--- src/rtl/inst_bus_if.sv ---
// Instruction-fetch bridge: turns the core's ROM-style fetch port into a
// single-beat Wishbone read, with pipeline-stall hold, flush abort and bus timeout.
module inst_bus_if #(
  parameter logic [31:0] NOP_INST       = 32'h00000000,
  parameter int unsigned TIMEOUT_CYCLES = 16
) (
  input  logic        clk,
  input  logic        rst,
  input  logic        cpu_ce_i,
  input  logic [31:0] cpu_addr_i,
  output logic [31:0] cpu_data_o,
  input  logic [5:0]  stall_i,
  input  logic        flush_i,
  output logic        stallreq_o,
  output logic        bus_err_o,
  output logic [31:0] wb_adr_o,
  input  logic [31:0] wb_dat_i,
  output logic        wb_cyc_o,
  output logic        wb_stb_o,
  output logic        wb_we_o,
  output logic [3:0]  wb_sel_o,
  input  logic        wb_ack_i
);

  typedef enum logic [1:0] {
    S_IDLE       = 2'd0,
    S_BUSY       = 2'd1,
    S_WAIT_STALL = 2'd2
  } state_t;

  localparam logic [7:0] LP_CNT_LAST = 8'(TIMEOUT_CYCLES - 32'd1);

  state_t      r_state;
  logic [31:0] r_adr;
  logic [31:0] r_rd_buf;
  logic        r_cyc;
  logic        r_stb;
  logic [3:0]  r_sel;
  logic [7:0]  r_cnt;
  logic        r_bus_err;

  logic        w_issue;
  logic        w_take_ack;
  logic        w_timeout;
  logic        w_stalled;

  // Per-cycle decode of the current bus situation
  always_comb begin
    w_issue    = (r_state == S_IDLE) && cpu_ce_i && !flush_i;
    w_take_ack = (r_state == S_BUSY) && wb_ack_i && !flush_i;
    w_timeout  = (r_state == S_BUSY) && !wb_ack_i && !flush_i && (r_cnt == LP_CNT_LAST);
    w_stalled  = (stall_i != 6'd0);
  end

  // Instruction returned to the core; reset forces the NOP regardless of state
  always_comb begin
    cpu_data_o = NOP_INST;
    if (rst) begin
      cpu_data_o = NOP_INST;
    end else if (w_take_ack) begin
      cpu_data_o = wb_dat_i;
    end else if (w_timeout) begin
      cpu_data_o = NOP_INST;
    end else if (r_state == S_WAIT_STALL) begin
      cpu_data_o = r_rd_buf;
    end else begin
      cpu_data_o = NOP_INST;
    end
  end

  // Stall request: asserted while a fetch is being issued or is still pending
  always_comb begin
    stallreq_o = 1'b0;
    if (rst) begin
      stallreq_o = 1'b0;
    end else if (w_issue) begin
      stallreq_o = 1'b1;
    end else if ((r_state == S_BUSY) && !wb_ack_i && !flush_i && !w_timeout) begin
      stallreq_o = 1'b1;
    end else begin
      stallreq_o = 1'b0;
    end
  end

  // Fetch FSM with registered bus outputs
  always_ff @(posedge clk) begin
    if (rst) begin
      r_state   <= S_IDLE;
      r_adr     <= 32'h00000000;
      r_cyc     <= 1'b0;
      r_stb     <= 1'b0;
      r_sel     <= 4'h0;
      r_rd_buf  <= NOP_INST;
      r_cnt     <= 8'd0;
      r_bus_err <= 1'b0;
    end else begin
      r_bus_err <= w_timeout;
      case (r_state)
        S_IDLE: begin
          if (w_issue) begin
            r_adr   <= cpu_addr_i;
            r_cyc   <= 1'b1;
            r_stb   <= 1'b1;
            r_sel   <= 4'hF;
            r_cnt   <= 8'd0;
            r_state <= S_BUSY;
          end
        end
        S_BUSY: begin
          // Flush beats ack; a timeout completes the cycle like an ack carrying a NOP
          if (flush_i) begin
            r_cyc   <= 1'b0;
            r_stb   <= 1'b0;
            r_sel   <= 4'h0;
            r_state <= S_IDLE;
          end else if (wb_ack_i || w_timeout) begin
            r_cyc    <= 1'b0;
            r_stb    <= 1'b0;
            r_sel    <= 4'h0;
            r_rd_buf <= wb_ack_i ? wb_dat_i : NOP_INST;
            r_state  <= w_stalled ? S_WAIT_STALL : S_IDLE;
          end else begin
            r_cnt <= r_cnt + 8'd1;
          end
        end
        S_WAIT_STALL: begin
          if (flush_i || !w_stalled) begin
            r_state <= S_IDLE;
          end
        end
        default: begin
          r_state <= S_IDLE;
          r_cyc   <= 1'b0;
          r_stb   <= 1'b0;
          r_sel   <= 4'h0;
        end
      endcase
    end
  end

  assign wb_adr_o  = r_adr;
  assign wb_cyc_o  = r_cyc;
  assign wb_stb_o  = r_stb;
  assign wb_sel_o  = r_sel;
  assign wb_we_o   = 1'b0;
  assign bus_err_o = r_bus_err;

endmodule

--- config.mk ---
export PLATFORM = sky130hd
export DESIGN_NAME = inst_bus_if
export DESIGN_NICKNAME = d
export VERILOG_FILES = /design/src/rtl/inst_bus_if.sv
export SDC_FILE = /design/constraint.sdc
export NUM_CORES = 1
export LEC_CHECK = 0
export CORE_ASPECT_RATIO = 1.5
export CORE_MARGIN = 5
export CORE_UTILIZATION = 44
export DETAILED_ROUTE_END_ITERATION = 7
export PLACE_DENSITY = 0.85
export SLEW_MARGIN = 20
export SYNTH_ARGS = -nofsm -noshare
export SYNTH_HDL_FRONTEND = slang
export SYNTH_SLANG_ARGS = --single-unit
--- constraint.sdc ---
create_clock -name clk -period 3.34 [get_ports clk]
set_input_delay 0.668 -clock clk [delete_from_list [all_inputs] [get_ports clk]]
set_output_delay 0.668 -clock clk [all_outputs]
set_load 0.05 [all_outputs]
==> results of run 1 <==
-- worst paths after layout --
check	cells after the start	slack, ps	to
max	5	310	stallreq_o
min	2	460	wb_adr_o[10]
max reg2reg	6	1050	r_rd_buf[4]
min reg2reg	2	460	wb_adr_o[10]
-- through the flow --
| step | hold slack [ps] | instances | instance area, µm² | power (mW) | util [%] |
|---|---|---|---|---|---|
| 6_report | 456 | 579 | 5130 | 2.03 | 74.3 |
| 3_3_place_gp | 441 | 563 | 4920 | 1.30 | 71.3 |
| 3_5_place_dp | 446 | 563 | 4920 | 1.31 | 71.3 |
| 4_1_cts | 456 | 579 | 5130 | 2.05 | 74.3 |
| 5_1_grt | 469 | 579 | 5130 | 2.12 | 74.3 |
| 2_1_floorplan | 450 | 369 | 3110 | 1.14 | - |
-- registers in the layout (all words and copies together) (netlist names) --
signal     cells
r_rd_buf      32
wb_adr_o      32
r_cnt          8
r_state        2
bus_err_o      1
wb_sel_o       1
-- power by group --
part / total, mW / switching [mW] / internal [mW]
logic: 0.344 / 0.192 / 0.152
registers: 0.946 / 0.0146 / 0.931
clock network: 0.744 / 0.322 / 0.422
-- layer usage --
layer | track usage [%] | wire length (µm) | vias to the layer above
li1 | - | - | 1566
met1 | 23.4 | 3650 | 1507
met2 | 34.9 | 4680 | 149
met3 | 7.80 | 849 | 12
met4 | 6.77 | 108 | 0
met5 | 0 | 0 | -
-- layout make-up --
type	count	area, µm²
repair buffers	155	1870
fillers	525	1770
flip-flops and latches	76	1520
multi-input cells	252	1430
clock buffers	12	135
well taps	78	97.6
clock inverters	4	73.8
inverters	2	7.51
-- worst max-delay path, cell delays in order --
cell and delay (ps):
sky130_fd_sc_hd__clkdlybuf4s50_1 500, sky130_fd_sc_hd__or4b_1 590, sky130_fd_sc_hd__a21o_1 190, sky130_fd_sc_hd__a21oi_1 220
sky130_fd_sc_hd__buf_12 180
-- kinds of logic (layout without fill, tap and decap cells) --
kind of cell    count (synthesis)  count (layout)  share of synthesized area (%)
flops                          76              76                           48.9
other cells                     1               1                          0.121
buf+inv                        41             173                           5.83
compound gates                117             117                           26.1
simple gates                  133             133                           18.6
fa+ha+maj                       1               1                          0.402
-- placed cells by master (no fill, tap or decap), types with 3 or more instances in the layout --
cell	Yosys	layout
sky130_fd_sc_hd__clkdlybuf4s50_1	0	112
sky130_fd_sc_hd__dfxtp_1	76	76
sky130_fd_sc_hd__nand2_1	67	67
sky130_fd_sc_hd__a21oi_1	39	39
sky130_fd_sc_hd__nor2_1	34	34
sky130_fd_sc_hd__buf_12	0	34
sky130_fd_sc_hd__a22oi_1	32	32
sky130_fd_sc_hd__a22o_1	32	32
sky130_fd_sc_hd__nand3_1	11	11
sky130_fd_sc_hd__clkbuf_8	0	9
sky130_fd_sc_hd__buf_4	6	8
sky130_fd_sc_hd__a31oi_1	6	5
sky130_fd_sc_hd__and3_1	3	3
sky130_fd_sc_hd__or4_1	3	3
sky130_fd_sc_hd__clkbuf_1	27	3
==> reports/metrics.cfg, run 1 <==
[route]
count_of_vias_placed_by_the_detailed_router=3234
drt-initial-drc-count=252
first_pass_iters=4
detail_route.wl_per_cell_um=16.0
route.final.wire_length_um=9290
drt.antenna.violating_nets=0
viasPerCell=5.59
drc_errors=0

[global_routing]
number_of_antenna_violations_at_the_first_check_in_global_routing=0
grt_pass1_wl_um=14900
maximum_number_of_pins_on_one_net_before_global_route_repair=50
gr-usage-all-layers_pct=20.5
globalRouteOverflowTotal=0
grt_pass1_vias=3124

[yosys]
yosysSeqAreaShare_pct=48.9
synth-edff-count=0
fraction_of_synthesis_flops_using_an_asynchronous_set_or_reset_pin_pct=0
synthesis.yosys.warnings=0
synth_top_area_share_pct=48.9
synthDominantAreaCellType=sky130_fd_sc_hd__dfxtp_1
yosys_register_bits=76
synth_top_cells_by_count=sky130_fd_sc_hd__dfxtp_1 (76), sky130_fd_sc_hd__nand2_1 (67), sky130_fd_sc_hd__a21oi_1 (39)
synth_cells=369
synth_nets=445
yosys.cell_count.top_type=sky130_fd_sc_hd__dfxtp_1
postSynthAreaPerCell_um2=8.43
mappedNetlistArea_um2=3110
synth_unique_cells=33
leading_register_cell_type_out_of_synthesis=sky130_fd_sc_hd__dfxtp_1
most_area_consuming_cells_after_synthesis=sky130_fd_sc_hd__dfxtp_1 (49%), sky130_fd_sc_hd__a22o_1 (9.0%), sky130_fd_sc_hd__nand2_1 (8.1%)

[power_and_ir_drop]
pwr_density_cell_nw_per_um2=397
peakVddDrop_v=0.000254
p_leak_nw=1.87

[timing]
worstMarginPinSlew_ps=938
fin_crit_ps=3030
skew_ps=7.85
final.setup.worst_slack_ps=314
slew_viol_final=0
max_slew_margin_pct=37.5
finalSetupViolCount=0
max_freq_ghz=0.331
setup_total_negative_slack_ps=0
layout_worst_path_cycle_share_pct=90.6
unrepaired_setup_endpoints_after_global_routing=false
final_hold_viol_count=0

[die]
num_io_pins=148
fp.dieArea_um2=8890
placement_rows=37
die_h_um=113
die_width_um=78.7
std_cell_core_area_um2=6900
initial_core_util_pct=45.1

[worst_setup_path]
critPathLaunch=flush_i
setup.worst_path.end_class=output port
timing.setup.critical_path_class=in -> out
critical_path_arrival_ps=2360
path_max_fanout=5
cp_data_required_time_ps=2670
startpoint_type=input pin
crit-reg2reg-launch=r_state[0]

[clock_tree]
tritoncts=built
cts_made_buffers=9
post_cts_buffers=0
cts.reportedPaths.clkPinSlew_ps=80
clock-sinks=76
max_buffers_root_to_sink=2
cts_resized=0
cts.root.buffer_cell=sky130_fd_sc_hd__clkbuf_8
htree_levels=3
clkLatencyLatePin_ps=340
post_cts_hold_buffer_count=0

[place]
rd_place_congestion=0.794
hpwlAfterDp_um=6660
dpl_worst_slack_ps=351
buffer_ports.inserted=146

[finish]
drive_above_1_share_pct=12.0
area_growth_pct=64.8
final_nets=572
antennaDiodeCount=0

[run_status]
run_status=finished clean

[flow_run]
cap_violations=0

[hold_path]
timing.hold.worst.start=wb_adr_o[10]
min-delay-path-class=reg -> reg

Note: power is estimated with default switching activity, not from simulation.
==> inputs of run 2 (changes only) <==
--- a/config.mk
+++ b/config.mk
@@ -6,8 +6,8 @@
 export NUM_CORES = 1
 export LEC_CHECK = 0
 export CORE_ASPECT_RATIO = 1.5
-export CORE_MARGIN = 5
-export CORE_UTILIZATION = 44
+export CORE_MARGIN = 10
+export CORE_UTILIZATION = 41
 export DETAILED_ROUTE_END_ITERATION = 7
 export PLACE_DENSITY = 0.85
 export SLEW_MARGIN = 20
==> constraint.sdc (replaced) <==
create_clock -name clk -period 3.27 [get_ports clk]
set_input_delay 0.654 -clock clk [delete_from_list [all_inputs] [get_ports clk]]
set_output_delay 0.654 -clock clk [all_outputs]
set_load 0.05 [all_outputs]
==> run 2 against run 1 <==
  * Via count fell by 0.71%
  * Die area rose by 30%
  * Final area fell by 0.56%
  * Hold slack got worse by 2.3 ps
  * Combinational power rose by 3%
  * Critical path depth did not move
  * Total power fell by 6.8%
  * Sequential power rose by 2.2%
  * Clock skew fell by 2.1 ps
  * Critical path type unchanged
  * Critical endpoint unchanged
  * Largest power group unchanged
  * Highest routed layer unchanged
==> reports/metrics.cfg, run 2 (same netlist as run 1, synthesis figures left out) <==
[clock_tree]
clock-sinks=76  ; unchanged
tritoncts=built
htree_levels=3  ; unchanged
cts_made_buffers=9  ; unchanged
max_buffers_root_to_sink=2  ; unchanged
cts_resized=0  ; unchanged
cts.reportedPaths.clkPinSlew_ps=60  ; -20 ps
post_cts_hold_buffer_count=0  ; unchanged
post_cts_buffers=0  ; unchanged
cts.root.buffer_cell=sky130_fd_sc_hd__clkbuf_8
clkLatencyLatePin_ps=340  ; about the same

[route]
drc_errors=0  ; unchanged
first_pass_iters=4  ; unchanged
drt-initial-drc-count=153  ; -39%
drt.antenna.violating_nets=0  ; unchanged
count_of_vias_placed_by_the_detailed_router=3211  ; -0.71%
detail_route.wl_per_cell_um=17.0  ; +6.0%
route.final.wire_length_um=10200  ; +9.5%
viasPerCell=5.37  ; -3.9%

[hold_path]
min-delay-path-class=reg -> reg

[timing]
layout_worst_path_cycle_share_pct=92.1
fin_crit_ps=3010
max_slew_margin_pct=51.9  ; +14 points
skew_ps=5.72  ; -2.14 ps
slew_viol_final=0  ; unchanged
max_freq_ghz=0.332
setup_total_negative_slack_ps=0  ; unchanged
worstMarginPinSlew_ps=722  ; -216 ps
final_hold_viol_count=0  ; unchanged
unrepaired_setup_endpoints_after_global_routing=false
finalSetupViolCount=0  ; unchanged

[finish]
drive_above_1_share_pct=11.6  ; -0.33 points
final_nets=573  ; +0.17%
layout.cells.most_common=sky130_fd_sc_hd__clkdlybuf4s50_1
utilization_pct=69.6  ; -4.7 points
antennaDiodeCount=0  ; unchanged
layout_common_cells=sky130_fd_sc_hd__clkdlybuf4s50_1 (112), sky130_fd_sc_hd__dfxtp_1 (76), sky130_fd_sc_hd__nand2_1 (67)
area_growth_pct=63.9

[worst_setup_path]
cp_data_required_time_ps=2620  ; -50 ps
critical_path.top_delay_family=buffers and inverters
timing.critical_path.cells=clkdlybuf4s50_1 > or4b_1 > a21o_1 > a21oi_1 > buf_12
regToRegSetupSlack_ps=1220  ; +170 ps
timing.setup.critical_path_class=in -> out
cpMaxStageDelayCell=sky130_fd_sc_hd__or4b_1
cpPeakStageDelay_ps=590  ; about the same
path_max_fanout=5  ; unchanged
setup.worst_path.end_class=output port
critical_path_arrival_ps=2360  ; about the same
startpoint_type=input pin
timing.critical_path.buf_inv=2  ; unchanged

[die]
std_cell_core_area_um2=7320  ; +6.1%
die_width_um=91.1  ; +16%
die_h_um=127  ; +12%
placement_rows=38  ; +2.7%
initial_core_util_pct=42.5  ; -2.6 points
fp.dieArea_um2=11500  ; +30%
num_io_pins=148  ; unchanged

[place]
buffer_ports.inserted=146  ; unchanged
hpwlAfterDp_um=7610  ; +14%
rd_place_congestion=0.806  ; +1.5%

[global_routing]
grt_pass1_wl_um=16000  ; +7.8%
grt_pass1_vias=3111  ; -0.42%
gr-usage-all-layers_pct=17.0  ; -3.6 points
maximum_number_of_pins_on_one_net_before_global_route_repair=41  ; -18%
globalRouteOverflowTotal=0  ; unchanged
number_of_antenna_violations_at_the_first_check_in_global_routing=0  ; unchanged

[power_and_ir_drop]
p_leak_nw=1.85  ; -1.4%
peakVddDrop_v=0.000232  ; -8.7%
power.clock.fraction_pct=30.4  ; -6.2 points
combPwrFrac_pct=18.7  ; +1.8 points
pwr_density_cell_nw_per_um2=372  ; -6.2%
power.switching_mw=0.509  ; -3.8%
power.sequential.fraction_pct=51.0  ; +4.5 points
swShare_pct=26.8  ; +0.83 points
internal_power_mw=1.39  ; -7.8%

[flow_run]
cap_violations=0  ; unchanged

[run_status]
run_status=finished clean

run 2: cell count changes in the layout (fill, tap and decap cells not counted):
cell | previous run | this run
sky130_fd_sc_hd__clkinv_2 | 1 | 0
sky130_fd_sc_hd__buf_4 | 8 | 9
sky130_fd_sc_hd__clkinv_4 | 1 | 0
sky130_fd_sc_hd__clkbuf_8 | 9 | 10
sky130_fd_sc_hd__bufinv_16 | 2 | 0
sky130_fd_sc_hd__clkbuf_1 | 3 | 2
run 2: power groups by stage:
stage,combinational [mW],clock (mW),sequential (mW)
global route,0.374,0.626,0.970
finish,0.354,0.576,0.967
CTS,0.357,0.596,0.967
global placement,0.350,0,0.986
floorplan,0.113,0,1.05
detailed placement,0.355,0,0.988
run 2: layout make-up:
type	instances	area, µm²
flip-flops and latches	76	1520
inverters	2	7.51
well taps	100	125
repair buffers	156	1870
clock buffers	12	145
multi-input cells	252	1430
fillers	579	2220
run 2: stage by stage:
| step | power, mW | hold WS [ps] | setup slack (ps) | instance area, µm² | cells |
|---|---|---|---|---|---|
| 2_1_floorplan | 1.17 | 450 | 229 | 3110 | 369 |
| 3_3_place_gp | 1.34 | 441 | 304 | 4950 | 586 |
| 3_5_place_dp | 1.34 | 446 | 275 | 4950 | 586 |
| 4_1_cts | 1.92 | 455 | 262 | 5100 | 598 |
| 5_1_grt | 1.97 | 468 | 184 | 5100 | 598 |
| 6_report | 1.90 | 453 | 258 | 5100 | 598 |
run 2: worst paths after layout:
check	cells past startpoint	from	end
max	5	flush_i	stallreq_o
min	2	wb_adr_o[30]	wb_adr_o[30]
min reg2reg	2	wb_adr_o[30]	wb_adr_o[30]
max reg2reg	5	r_state[0]	r_cnt[7]
run 2: per-layer routing:
| metal | part of all wire (%) | up-vias | GRT usage (%) |
|---|---|---|---|
| met5 | 0 | - | 0 |
| met4 | 1.6 | 0 | 6.11 |
| met3 | 11 | 14 | 8.32 |
| met2 | 50 | 150 | 28.8 |
| met1 | 37 | 1483 | 17.8 |
| li1 | - | 1564 | - |
run 2: worst min-delay path, cell delays in order (launching register included):
cell and delay (ps):
sky130_fd_sc_hd__dfxtp_1 310, sky130_fd_sc_hd__nand2_1 50, sky130_fd_sc_hd__a21oi_1 50
==> inputs of run 3 (changes only) <==
==> config.mk (replaced) <==
export PLATFORM = sky130hd
export DESIGN_NAME = inst_bus_if
export DESIGN_NICKNAME = d
export VERILOG_FILES = /design/src/rtl/inst_bus_if.sv
export SDC_FILE = /design/constraint.sdc
export NUM_CORES = 1
export LEC_CHECK = 0
export CAP_MARGIN = 40
export CORE_ASPECT_RATIO = 1.5
export CORE_MARGIN = 10
export CORE_UTILIZATION = 37
export DETAILED_ROUTE_END_ITERATION = 7
export PLACE_DENSITY = 0.82
export SYNTH_ARGS = -nofsm -noshare
export SYNTH_HDL_FRONTEND = slang
export SYNTH_SLANG_ARGS = --single-unit
==> constraint.sdc (replaced) <==
create_clock -name clk -period 2.44 [get_ports clk]
set_input_delay 0.488 -clock clk [delete_from_list [all_inputs] [get_ports clk]]
set_output_delay 0.488 -clock clk [all_outputs]
set_load 0.05 [all_outputs]
==> run 3 against run 2 <==
  * Combinational power grew 40%
  * Total power is 73% higher
  * Critical path type unchanged
  * Global-route usage down 0.21 points
  * Largest cell class unchanged
  * Flip-flop and latch count unchanged
  * Critical endpoint unchanged
==> reports/metrics.cfg, run 3 (same netlist as run 1, synthesis figures left out) <==
[run_status]
run_status=finished clean

[timing]
fin_crit_ps=2320
final.setup.worst_slack_ps=125  ; -133 ps
unrepaired_setup_endpoints_after_global_routing=false
layout_worst_path_cycle_share_pct=94.9
final_hold_viol_count=0  ; unchanged
finalSetupViolCount=0  ; unchanged
max_slew_margin_pct=63.7  ; +12 points
slew_viol_final=0  ; unchanged
max_freq_ghz=0.432
worstMarginPinSlew_ps=543  ; -179 ps
skew_ps=4.60  ; -1.11 ps

[place]
rd_place_congestion=0.831  ; +3.1%
hpwlAfterDp_um=7950  ; +4.4%
dpl_worst_slack_ps=-144  ; -419 ps
buffer_ports.inserted=146  ; unchanged

[power_and_ir_drop]
p_leak_nw=1.98  ; +7.4%
pwr_density_cell_nw_per_um2=597  ; +61%
peakVddDrop_v=0.000459  ; +98%

[die]
die_width_um=94.9  ; +4.1%
fp.dieArea_um2=12600  ; +8.7%
std_cell_core_area_um2=8110  ; +11%
num_io_pins=148  ; unchanged
placement_rows=40  ; +5.3%
initial_core_util_pct=38.4  ; -4.1 points
die_h_um=132  ; +4.4%

[clock_tree]
cts.reportedPaths.clkPinSlew_ps=60  ; about the same
htree_levels=3  ; unchanged
clkLatencyLatePin_ps=340  ; about the same
tritoncts=built
max_buffers_root_to_sink=2  ; unchanged
clock-sinks=76  ; unchanged
cts.root.buffer_cell=sky130_fd_sc_hd__clkbuf_16
cts_made_buffers=9  ; unchanged

[route]
count_of_vias_placed_by_the_detailed_router=3289  ; +2.4%
route.final.wire_length_um=10600  ; +4.5%
detail_route.wl_per_cell_um=17.2  ; +1.3%
first_pass_iters=4  ; unchanged
drt.antenna.violating_nets=0  ; unchanged
viasPerCell=5.33  ; -0.73%
drc_errors=0  ; unchanged
drt-initial-drc-count=114  ; -25%

[finish]
utilization_pct=67.7  ; -2.0 points
layout.cells.most_common=sky130_fd_sc_hd__clkdlybuf4s50_1
drive_above_1_share_pct=20.7  ; +9.1 points
final_nets=583  ; +1.7%
layout_common_cells=sky130_fd_sc_hd__clkdlybuf4s50_1 (110), sky130_fd_sc_hd__dfxtp_1 (75), sky130_fd_sc_hd__nand2_1 (67)
area_growth_pct=76.3
antennaDiodeCount=0  ; unchanged

[worst_setup_path]
cpMaxStageDelayCell=sky130_fd_sc_hd__or4b_4
setup.worst_path.end_class=output port
critPathLaunch=flush_i
cpPeakStageDelay_ps=520  ; -70 ps
timing.setup.critical_path_class=in -> out
critical_path_arrival_ps=1830  ; -530 ps
cp_data_required_time_ps=1950  ; -670 ps
critical_path.top_delay_family=simple AND/OR/NAND/NOR gates
timing.critical_path.cells=dlygate4sd2_1 > or4b_4 > a21o_1 > a21oi_2 > buf_12
timing.critical_path.buf_inv=2  ; unchanged
startpoint_type=input pin
path_max_fanout=3  ; -2
crit-reg2reg-launch=r_state[1]

[global_routing]
maximum_number_of_pins_on_one_net_before_global_route_repair=41  ; unchanged
grt_pass1_wl_um=17000  ; +6.1%
gr-usage-all-layers_pct=16.8  ; -0.21 points
number_of_antenna_violations_at_the_first_check_in_global_routing=0  ; unchanged
globalRouteOverflowTotal=0  ; unchanged
grt_pass1_vias=3442  ; +11%

[flow_run]
cap_violations=0  ; unchanged

[hold_path]
min-delay-path-class=reg -> reg
timing.hold.worst.start=wb_adr_o[14]

## run 3: cell count changes in the layout (fill, tap and decap cells not counted), moves of 2 or more
cell / before / now
sky130_fd_sc_hd__nor2_1: 34 / 2
sky130_fd_sc_hd__nor2_2: 0 / 32
sky130_fd_sc_hd__clkbuf_8: 10 / 0
sky130_fd_sc_hd__clkbuf_16: 0 / 9
sky130_fd_sc_hd__buf_4: 9 / 17
sky130_fd_sc_hd__bufinv_16: 0 / 3
sky130_fd_sc_hd__buf_6: 0 / 2
sky130_fd_sc_hd__clkdlybuf4s50_1: 112 / 110
sky130_fd_sc_hd__dlygate4sd2_1: 0 / 2
## run 3: per-stage QoR
stage          hold slack, ps  TNS, ps  total power [mW]  cell area, µm²  cells
2_1_floorplan             450    -8.67              1.57            3190    369
3_3_place_gp              442    -1550              1.81            5100    599
3_5_place_dp              448     -219              1.82            5130    600
4_1_cts                   456        0              3.32            5470    617
5_1_grt                   474        0              3.39            5490    617
6_report                  451        0              3.28            5490    617
## run 3: cell type report
class | count | area [µm²]
Tap cell | 105 | 131
Multi-Input combinational cell | 252 | 1510
Fill cell | 623 | 2620
Inverter | 2 | 7.51
Timing Repair Buffer | 166 | 1980
Clock inverter | 4 | 97.6
Clock buffer | 12 | 236
Sequential cell | 76 | 1520
## run 3: worst paths after layout
kind | end | slack, ps | cells after the start
max | stallreq_o | 120 | 5
min | wb_adr_o[14] | 450 | 2
max reg2reg | r_cnt[7] | 410 | 5
min reg2reg | wb_adr_o[14] | 450 | 2
## run 3: metal layers
layer | track usage [%] | routed length [µm] | share of wire (%)
met1 | 17.1 | 3870 | 36
met3 | 6.21 | 1060 | 9.9
met5 | 0 | 0 | 0
met4 | 6.26 | 138 | 1.3
met2 | 29.7 | 5560 | 52
## run 3: power breakdown
part / total, mW / switching [mW] / internal [mW]
Combinational: 0.494 / 0.275 / 0.219
Clock: 1.48 / 0.484 / 0.999
Sequential: 1.30 / 0.0209 / 1.28
Total: 3.28 / 0.781 / 2.49
## run 3: worst register-to-register path, cell delays in order (launching register included)
cell and delay (ps):
sky130_fd_sc_hd__dfxtp_1 350, sky130_fd_sc_hd__or4b_4 550, sky130_fd_sc_hd__a21o_1 210, sky130_fd_sc_hd__buf_4 160
sky130_fd_sc_hd__or4_1 520, sky130_fd_sc_hd__a31oi_1 180
## run 3: repair_timing
| action | in CTS | in global routing |
|---|---|---|
| setup endpoints to repair | 2 | 32 |
| gates resized for setup | 3 | 5 |
| pin swaps | 1 | 0 |
| setup buffers | 1 | 0 |
| hold buffers | 0 | 0 |
